<file path="src/rtl/timer_unit.sv">
// Loadable timer/counter with strobe-source select, power-of-two prescaler,
// free-run / auto-reload / one-shot modes, compare strobe and sticky overflow flag.
module timer_unit #(
  parameter int WIDTH    = 8,
  parameter int PS_SEL_W = 3
) (
  input  logic                clk,
  input  logic                reset,
  input  logic                en,
  input  logic                tick0,
  input  logic                tick1,
  input  logic                tick_sel,
  input  logic [PS_SEL_W-1:0] ps_sel,
  input  logic [1:0]          mode,
  input  logic                load,
  input  logic [WIDTH-1:0]    load_val,
  input  logic [WIDTH-1:0]    reload_val,
  input  logic [WIDTH-1:0]    cmp_val,
  input  logic                ovf_clr,
  output logic [WIDTH-1:0]    tmr,
  output logic                ovf_pulse,
  output logic                ovf_flag,
  output logic                cmp_match,
  output logic                running
);

  localparam int PS_W  = (1 << PS_SEL_W) - 1;
  localparam int PS_W1 = PS_W + 1;

  localparam logic [1:0] MODE_RELOAD  = 2'b01;
  localparam logic [1:0] MODE_ONESHOT = 2'b10;

  // Terminal prescaler count for a divide ratio of 2^sel; computed one bit
  // wider so the largest exponent does not wrap before the subtraction.
  function automatic logic [PS_W-1:0] ps_limit(input logic [PS_SEL_W-1:0] sel);
    logic [PS_W1-1:0] pow;
    pow = PS_W1'(1) << sel;
    return PS_W'(pow - PS_W1'(1));
  endfunction

  function automatic logic [WIDTH-1:0] next_count(
    input logic [WIDTH-1:0] cur,
    input logic [1:0]       md,
    input logic [WIDTH-1:0] rld
  );
    if (cur != '1)
      return cur + WIDTH'(1);
    else if (md == MODE_RELOAD)
      return rld;
    else
      return '0;
  endfunction

  logic [PS_W-1:0]  ps_cnt;
  logic             acc;
  logic             step;
  logic             ovf;
  logic [WIDTH-1:0] tmr_nxt;

  always_comb begin
    acc     = en & running & (tick_sel ? tick1 : tick0);
    step    = acc & (ps_cnt >= ps_limit(ps_sel));
    ovf     = step & (tmr == '1);
    tmr_nxt = next_count(tmr, mode, reload_val);
  end

  always_ff @(posedge clk) begin
    if (reset) begin
      tmr       <= '0;
      ps_cnt    <= '0;
      ovf_pulse <= 1'b0;
      ovf_flag  <= 1'b0;
      cmp_match <= 1'b0;
      running   <= 1'b1;
    end else if (load) begin
      // A load overrides any step in the same cycle and re-arms the counter.
      tmr       <= load_val;
      ps_cnt    <= '0;
      running   <= 1'b1;
      ovf_pulse <= 1'b0;
      cmp_match <= 1'b0;
      if (ovf_clr)
        ovf_flag <= 1'b0;
    end else begin
      if (acc)
        ps_cnt <= step ? '0 : ps_cnt + PS_W'(1);
      if (step)
        tmr <= tmr_nxt;
      ovf_pulse <= ovf;
      cmp_match <= step & (tmr_nxt == cmp_val);
      if (ovf && mode == MODE_ONESHOT)
        running <= 1'b0;
      // Set beats clear when both land on the same edge.
      ovf_flag <= ovf | (ovf_flag & ~ovf_clr);
    end
  end

endmodule

</file>
<file path="config.mk">
export PLATFORM = sky130hd
export DESIGN_NAME = timer_unit
export DESIGN_NICKNAME = d
export VERILOG_FILES = /design/src/rtl/timer_unit.sv
export SDC_FILE = /design/constraint.sdc
export NUM_CORES = 1
export LEC_CHECK = 0
export BUFFER_PORTS_ARGS = -buffer_cell sky130_fd_sc_hd__buf_2
export CORE_MARGIN = 5
export CORE_UTILIZATION = 51
export CTS_BUF_LIST = sky130_fd_sc_hd__clkbuf_16
export DETAILED_ROUTE_END_ITERATION = 16
export PLACE_DENSITY_LB_ADDON = 0.3
export SYNTH_ARGS = -nofsm -noshare
export SYNTH_HDL_FRONTEND = slang
export SYNTH_SLANG_ARGS = --single-unit
export TNS_END_PERCENT = 100
</file>
<file path="constraint.sdc">
create_clock -name clk -period 2.6 [get_ports clk]
set_clock_uncertainty 0.1 [all_clocks]
set_input_delay 0.26 -clock clk [delete_from_list [all_inputs] [get_ports clk]]
set_output_delay 0.26 -clock clk [all_outputs]
set_load 0.1 [all_outputs]
</file>
After elaboration in Yosys (flattened, before gate mapping)
Cells that the tools add are included.
{"block": "word_totals", "reg_bits": 19, "latchBits": 0, "ramBits": 0, "romBits": 0, "inputBits": 37, "output_inout_bits": 12, "word_cells": 36, "n_memories": 0}
{"block": "op_classes", "n_addsub": 3, "mul": 0, "div_mod_pow": 0, "n_lt_le_gt_ge": 1, "n_eq_ne": 6, "n_shift": 1, "muxes": 8, "bitwise": 8, "reduce_logical": 3}
{"operator": "$mux W8", "count": 4}
{"operator": "$add A8 B1 Y8 const B", "count": 1}
{"operator": "$eq A8 B8 Y1", "count": 1}
{"operator": "$eq A8 B8 Y1 const B", "count": 1}
{"operator": "$ne A8 B8 Y1 const B", "count": 1}
{"operator": "$add A7 B1 Y7 const B", "count": 1}
{"operator": "$ge A7 B7 Y1", "count": 1}
{"operator": "$mux W7", "count": 1}
{"operator": "$shl A1 B3 Y7 const A", "count": 1}
{"operator": "$sub A7 B1 Y7 const B", "count": 1}
{"operator": "$and A1 B1 Y1", "count": 6}
{"operator": "$mux W1", "count": 3}
{"operator": "$eq A2 B1 Y1 const B", "count": 1}
{"operator": "$eq A2 B2 Y1 const B", "count": 1}
{"operator": "$ne A2 B1 Y1 const B", "count": 1}
{"operator": "$reduce_bool A2 Y1", "count": 1}
{"operator": "$reduce_or A2 Y1", "count": 1}
{"operator": "$logic_and A1 B1 Y1", "count": 1}
{"operator": "$not A1 Y1", "count": 1}
{"operator": "$or A1 B1 Y1", "count": 1}

Longest topological paths before layout
Gate-level depths: netlist of run 1.
{"block": "depth", "depth_word": 7, "depth_mapped": 9, "depth_no_buf": 8}

Worst setup path after synthesis of run 1
OpenSTA, ideal clock, no wires.
{"block": "synth_timing", "kind": "reg-to-reg", "from": "register tmr[0]", "to": "register cmp_match", "setup_time_ps": 103, "arrival_time_ps": 2550, "required_ps": 2397, "slack_ps": -153, "path_stages_with_launch": 9, "n_path_buf": 1, "synth_period_minus_slack_ps": 2753, "cell_sequence": "dfxtp_1 > ha_1 > buf_4 > nand3_4 > nor2_8 > mux2i_1 > xnor2_1 > nand3_1 > a2111oi_2"}
{"block": "synth_between", "elab_chain_len": 4, "word_cells_on_any_way": 5, "cone_classes": "add/sub (1); eq/ne (2); mux (1); bitwise (1)"}
{"item": "start: declaration", "line": "20", "text": "output logic [WIDTH-1:0] tmr,"}
{"item": "start signal: assignment", "line": "77", "text": "tmr <= load_val;"}
{"item": "start signal: assignment", "line": "88", "text": "tmr <= tmr_nxt;"}
{"item": "$add A8 B1 Y8 / $ne A8 B8 Y1 (equally long branches)", "line": "47, 46"}
{"item": "$mux W8 *", "line": "46", "text": "if (cur != '1)"}
{"item": "$eq A8 B8 Y1 *", "line": "90", "text": "cmp_match <= step & (tmr_nxt == cmp_val);"}
{"item": "$and A1 B1 Y1 *", "line": "90"}
{"item": "end signal: assignment", "line": "90"}
{"item": "end: declaration", "line": "23", "text": "output logic cmp_match,"}
Mark *: on every way between the ends. The rest lies on a longest branch, timed or not.
A chain may end at the register's enable or synchronous reset.

Final worst setup path of run 1
{"block": "layout_timing", "from": "input ps_sel[1]", "to": "register cmp_match"}
{"block": "layout_between", "elab_chain_len": 5}
{"item": "start: declaration", "line": "13", "text": "input logic [PS_SEL_W-1:0] ps_sel,"}
{"item": "$shl A1 B3 Y7", "line": "37", "text": "pow = PS_W1'(1) << sel;"}
{"item": "$sub A7 B1 Y7", "line": "38", "text": "return PS_W'(pow - PS_W1'(1));"}
{"item": "$ge A7 B7 Y1", "line": "62", "text": "step = acc & (ps_cnt >= ps_limit(ps_sel));"}
{"item": "$and A1 B1 Y1", "line": "62"}
{"item": "$and A1 B1 Y1", "line": "90"}
No other way between the ends.

==> flow_summary.toml, run 1 <==
[setup_path]
crit_slowest_cell = "nor2_2"
arrival_ns = 2.41
r2r_start = "ps_cnt[0]"
critPathKind = "in -> reg"
crit_chain = "buf_2, or3_1, ha_1, nand2b_1, a2111oi_0, o21a_2, nor2_2, nand3_1, a2111oi_2"
r2r_end = "cmp_match"
critPathMaxFanout = 12
startpoint_type = "input port"
r2r_slack_ns = 0.31
critPathCaptureType = "flop"
critPathTopFamily = "simple AND/OR/NAND/NOR gates"
reg2reg_depth = 8
cpPeakStageDelay_ns = 0.43
required_ns = 2.65
path_buf_inv = 1

[min_path]
min-delay-start = "load_val[7]"
hp-class = "in -> reg"
hold_end = "tmr[7]"
whs_path_depth = 3

[yosys]
yosys_warnings = 0
synth-async-reset-ratio_pct = 0
synth_area_leaders = "dfxtp_1 (25%), ha_1 (7.3%), xnor2_1 (5.1%), nor2_1 (4.6%), mux2i_1 (3.9%)"
synth_area_mm2 = 0.00154
synth_compound_area_share_pct = 24.1
synth_mux_area_share_pct = 3.91
yosys-top-cells-count = "dfxtp_1 (19), nor2_1 (19), nand2_1 (13)"
synth_nets = 232
syn_area_per_cell_um2 = 8.26
synthDistinctLibCells = 57
ys_ff_latch = 19
synth_top_family_by_area = "simple AND/OR/NAND/NOR gates"
ys_seq_area_share_pct = 24.8
synthSimpleGateAreaFrac_pct = 26.7
synth_xor_area_share_pct = 8.55
synth_edf_count = 0
yosysTopAreaCell = "dfxtp_1"
yosys_most_used_dff = "dfxtp_1"
synth_fa_ha_area_share_pct = 7.33
syn_inst = 186
synth_top_area_share_pct = 24.8

[cells_and_area]
fillCellCount = 279
syn_to_final_growth_pct = 21.6
nets = 279
diodes = 0
drive_gt1_share_pct = 28.9

[grt]
grt_pass1_vias = 1470
grt_usage_pct = 19.1
grt_remaining_overflow = 0
grt_max_degree = 13
grt_pass1_wl_um = 6440
antenna_found_initial = 0

[floorplanning]
io_pins = 49
row_count = 20
dieArea_mm2 = 0.00421
initial_utilization_pct = 51.6
die_w_um = 64.9
core_area_mm2 = 0.00298
die_y_um = 64.9

[clock_tree]
cts_sinks = 19
cts_max_level = 1
cts_resized = 0
clock-root-buffer = "clkbuf_16"
clock_path_buffers = 2
cts_tree = "built"
postCtsSetupBuffers = 0
postCtsHoldBufs = 0
clk_pin_slew_ns = 0.05
cts_buffers = 3
clock_latency_ns = 0.25

[detailed_routing]
viasPerCell = 5.82
routedWlPerCell_um = 14.8
detailedRoute.firstIterationViolations = 82
vias = 1541
drc_errors = 0
antenna_left = 0
firstDrtPassIters = 4
finalWirelength_um = 3920

[pwr]
leakagePower_nw = 0.816
power.density_mw_per_mm2 = 444
max-vdd-ir-drop_mv = 0.231

[sta]
rsz0062_at_grt = "no"
fin_ws_ns = 0.238
fin_crit_ns = 2.36
period_share_pct = 90.8
hold_viol = 0
slew_headroom_pct = 62.9
fmax_ghz = 0.423
hold_slack_ns = 0.145
slew_violations = 0
worst_slew_pin_slew_ns = 0.553
finalSetupViolCount = 0

[placement]
dp_hpwl_um = 3100
pre_cts_ws_ns = -0.00477
port_buffers = 48
gp_congestion = 0.909

[run_status]
status = "complete, no violations"

[job]
drv_cap = 0
[registers in the layout, indices dropped and copies added (netlist names)]
register	flops
ovf_pulse	1
running	1
ovf_flag	1
ps_cnt	7
tmr	8
cmp_match	1
[cells in the final DEF (no fill, tap or decap), types with 2 or more instances in the layout]
| master | Yosys | layout |
|---|---|---|
| nor2_1 | 19 | 19 |
| o32ai_1 | 2 | 2 |
| o21ai_1 | 3 | 3 |
| xnor2_1 | 9 | 9 |
| o31ai_1 | 2 | 2 |
| nand3_1 | 8 | 8 |
| dfxtp_1 | 19 | 15 |
| nor2_2 | 2 | 2 |
| nand2b_1 | 3 | 3 |
| mux2i_1 | 6 | 6 |
| ha_1 | 9 | 9 |
| a211oi_1 | 4 | 4 |
| inv_1 | 6 | 7 |
| nor3_1 | 3 | 3 |
| a21oi_1 | 8 | 8 |
| and3_1 | 4 | 4 |
| a21o_1 | 2 | 2 |
| o21ai_0 | 9 | 9 |
| nand4b_1 | 3 | 3 |
| nand2_1 | 13 | 13 |
| buf_2 | 3 | 48 |
| buf_4 | 2 | 2 |
| xor2_1 | 6 | 6 |
| dfxtp_2 | 0 | 4 |
| clkbuf_16 | 0 | 3 |
| a2111oi_0 | 2 | 2 |
| o21a_1 | 2 | 2 |
| o21bai_1 | 2 | 2 |
| and4_1 | 4 | 4 |
[cell families after synthesis]
| logic type | count (synthesis) |
|---|---|
| AO/OA/AOI/OAI | 52 |
| XOR/XNOR | 15 |
| adder cells (fa/ha/maj) | 9 |
| buffers and inverters | 14 |
| flip-flops | 19 |
| multiplexers | 6 |
| AND/OR/NAND/NOR | 71 |
[cell type report]
class	count	area, um^2	area share [%]
clock buffer	3	75.1	4.02
inverter	6	22.5	1.21
clock inverter	1	3.75	0.201
timing repair buffer	50	255	13.7
multi-input combinational	153	1080	58.1
tap	33	41.3	2.21
sequential	19	385	20.6
[routing by layer]
metal	wire length (um)	GRT usage, %	vias to the layer above
li1	-	-	790
met1	1710	22.8	685
met2	1860	32.6	56
met3	271	4.16	10
met4	83	8.44	0
met5	0	0	-
[worst max-delay path by stage]
stage / from / end / slack (ns) / cells after the start
after floorplan: tmr[4] / cmp_match / 0.02 / 7
after global placement: ps_sel[1] / cmp_match / 0.07 / 9
after detailed placement: ps_sel[1] / cmp_match / -0.005 / 9
after CTS: ps_sel[1] / cmp_match / 0.25 / 9
after global routing: ps_sel[1] / cmp_match / 0.05 / 9
final: ps_sel[1] / cmp_match / 0.24 / 9
[power by group]
| part | leakage, nW | switching (W) | internal (W) | total, W |
|---|---|---|---|---|
| clock network | 0.0423 | 0.000106 | 0.000204 | 0.000310 |
| registers | 0.156 | 0.0000217 | 0.000301 | 0.000323 |
| logic | 0.617 | 0.000126 | 0.0000689 | 0.000195 |
| total | 0.816 | 0.000254 | 0.000575 | 0.000829 |
[worst min-delay path, stage by stage]
cell	delay (ns)
buf_2	0.08
nand3b_1	0.06
o31ai_1	0.06
[metrics by stage]
step	power [W]	cell area [um^2]	setup TNS (ns)	utilization, %	cells
finish	0.000829	1870	0	62.7	265
global route	0.000859	1870	0	62.7	265
CTS	0.000829	1870	0	62.7	265
detailed placement	0.000522	1790	-0.00477	60.1	261
global placement	0.000522	1790	0	60.1	261
floorplan	0.000464	1540	0	-	186
No activity file was read; power rests on OpenSTA's default activity.
==> run 2, diff against run 1 <==
--- a/config.mk
+++ b/config.mk
@@ -10,7 +10,7 @@
 export CORE_UTILIZATION = 51
 export CTS_BUF_LIST = sky130_fd_sc_hd__clkbuf_16
 export DETAILED_ROUTE_END_ITERATION = 16
-export PLACE_DENSITY_LB_ADDON = 0.3
+export PLACE_DENSITY = 0.8
 export SYNTH_ARGS = -nofsm -noshare
 export SYNTH_HDL_FRONTEND = slang
 export SYNTH_SLANG_ARGS = --single-unit
==> run 2 against run 1 <==
Net effect: sequential cell count did not move; count of clock-buffer cells in the layout stayed put; maximum frequency increased by 3.2%; core utilization down 0.13 points; largest cell class unchanged; highest routed layer unchanged.
==> flow_summary.toml, run 2 (synthesis results as in run 1) <==
[run_status]
status = "complete, no violations"

[pwr]
swShare_pct = 31.1
switchingPower_w = 0.000261
power.share.clock_pct = 38.3
p_int_w = 0.000577
power.density_mw_per_mm2 = 449
max-vdd-ir-drop_mv = 0.280
leakagePower_nw = 0.806
p_seq_share_pct = 38.4
combinationalPowerShare_pct = 23.3

[min_path]
hold_end = "tmr[3]"
whs_path_depth = 3
hp-class = "in -> reg"
min-delay-start = "load_val[3]"

[setup_path]
path_buf_inv = 1
required_ns = 2.65
critPathKind = "in -> reg"
r2r_slack_ns = 0.33
crit_slowest_cell = "nor2_2"
critPathCaptureType = "flop"
reg2reg_depth = 7
crit_chain = "buf_2, or3_1, ha_1, nand2b_1, a2111oi_0, o21a_2, nor2_2, nand3_1, a2111oi_2"
cpPeakStageDelay_ns = 0.42
r2r_end = "cmp_match"
critPathTopFamily = "simple AND/OR/NAND/NOR gates"
critPathMaxFanout = 12
r2r_start = "tmr[0]"
startpoint_type = "input port"
arrival_ns = 2.34

[sta]
slew_violations = 0
hold_viol = 0
period_share_pct = 88.0
fin_setup_tns_ns = 0
hold_slack_ns = 0.171
worst_slew_pin_slew_ns = 0.623
fin_ws_ns = 0.313
finalSetupViolCount = 0
slew_headroom_pct = 58.4
fmax_ghz = 0.437
fin_crit_ns = 2.29
rsz0062_at_grt = "no"

[clock_tree]
cts_buffers = 3
clk_pin_slew_ns = 0.06
clock_path_buffers = 2
postCtsSetupBuffers = 0
cts_tree = "built"
clock_latency_ns = 0.25
cts_resized = 0
clock-root-buffer = "clkbuf_16"
cts_max_level = 1
postCtsHoldBufs = 0
cts_sinks = 19

[cells_and_area]
mostFrequentLayoutCells = "buf_2 (48), nor2_1 (19), dfxtp_1 (15)"
drive_gt1_share_pct = 29.0
diodes = 0
layout_commonest_cell = "buf_2"
utilization_pct = 62.6
top_regs = "tmr: 8 flops, ps_cnt: 7 flops"
top_register = "tmr"
nets = 278
largest_register_ff_count = 8
fin_area_mm2 = 0.00186
syn_to_final_growth_pct = 21.3

[placement]
gp_congestion = 0.877
pre_cts_ws_ns = 0.00526
place_area_mm2 = 0.00178
dp_hpwl_um = 3120
port_buffers = 48

[grt]
grt_pass1_vias = 1494
grt_pass1_wl_um = 6510
grt_remaining_overflow = 0
grt_max_degree = 13
antenna_found_initial = 0
grt_usage_pct = 19.4

[floorplanning]
core_area_mm2 = 0.00298
dieArea_mm2 = 0.00421
io_pins = 49
die_w_um = 64.9
row_count = 20
initial_utilization_pct = 51.6
die_y_um = 64.9

[detailed_routing]
finalWirelength_um = 3900
detailedRoute.firstIterationViolations = 65
vias = 1605
viasPerCell = 6.08
routedWlPerCell_um = 14.8
firstDrtPassIters = 4
antenna_left = 0
drc_errors = 0

[job]
drv_cap = 0
==> run 2: cell count changes in the layout (fill, tap and decap cells not counted), sizes merged <==
cell      change
inv           -1
clkinvlp      +1
buf           -1
==> run 2: cell type report <==
cell class              instances  area, um^2
fillers                       282        1110
clock buffers                   3        75.1
clock inverters                 1        7.51
multi-input cells             153        1080
flip-flops and latches         19         385
repair buffers                 49         248
well taps                      33        41.3
inverters                       6        22.5
==> run 2: worst min-delay path: cells and delay by family <==
kind / cells / cell delay (ns)
AOI/OAI and AO/OA: 2 / 0.15
buffers and inverters: 1 / 0.08
==> run 2: stage by stage <==
stage,cells,power (W)
final,264,0.000837
after global routing,264,0.000876
after CTS,264,0.000843
after detailed placement,260,0.000522
after global placement,260,0.000520
after floorplan,186,0.000464
==> run 2: power by group through the flow <==
stage | clock (W) | sequential [W] | combinational (W)
floorplan | 0 | 0.000376 | 0.0000882
global placement | 0 | 0.000327 | 0.000193
detailed placement | 0 | 0.000327 | 0.000195
CTS | 0.000326 | 0.000321 | 0.000196
global route | 0.000340 | 0.000324 | 0.000213
finish | 0.000321 | 0.000322 | 0.000195
==> run 2: worst max path at each step <==
stage | from | to | slack [ns] | cells past startpoint
after global routing | tmr[0] | cmp_match | 0.15 | 7
after CTS | ps_sel[1] | tmr[4] | 0.29 | 9
after detailed placement | ps_sel[1] | tmr[4] | 0.005 | 9
final | ps_sel[1] | cmp_match | 0.31 | 9
after floorplan | tmr[4] | cmp_match | 0.02 | 7
after global placement | ps_sel[1] | cmp_match | 0.08 | 9
==> run 2: per-layer routing <==
| layer | GRT usage [%] | vias up | wire length (um) |
|---|---|---|---|
| met5 | 0 | - | 0 |
| met1 | 26.3 | 755 | 1730 |
| met2 | 30.7 | 61 | 1800 |
| met4 | 3.43 | 0 | 17 |
| li1 | - | 785 | - |
| met3 | 5.72 | 4 | 359 |
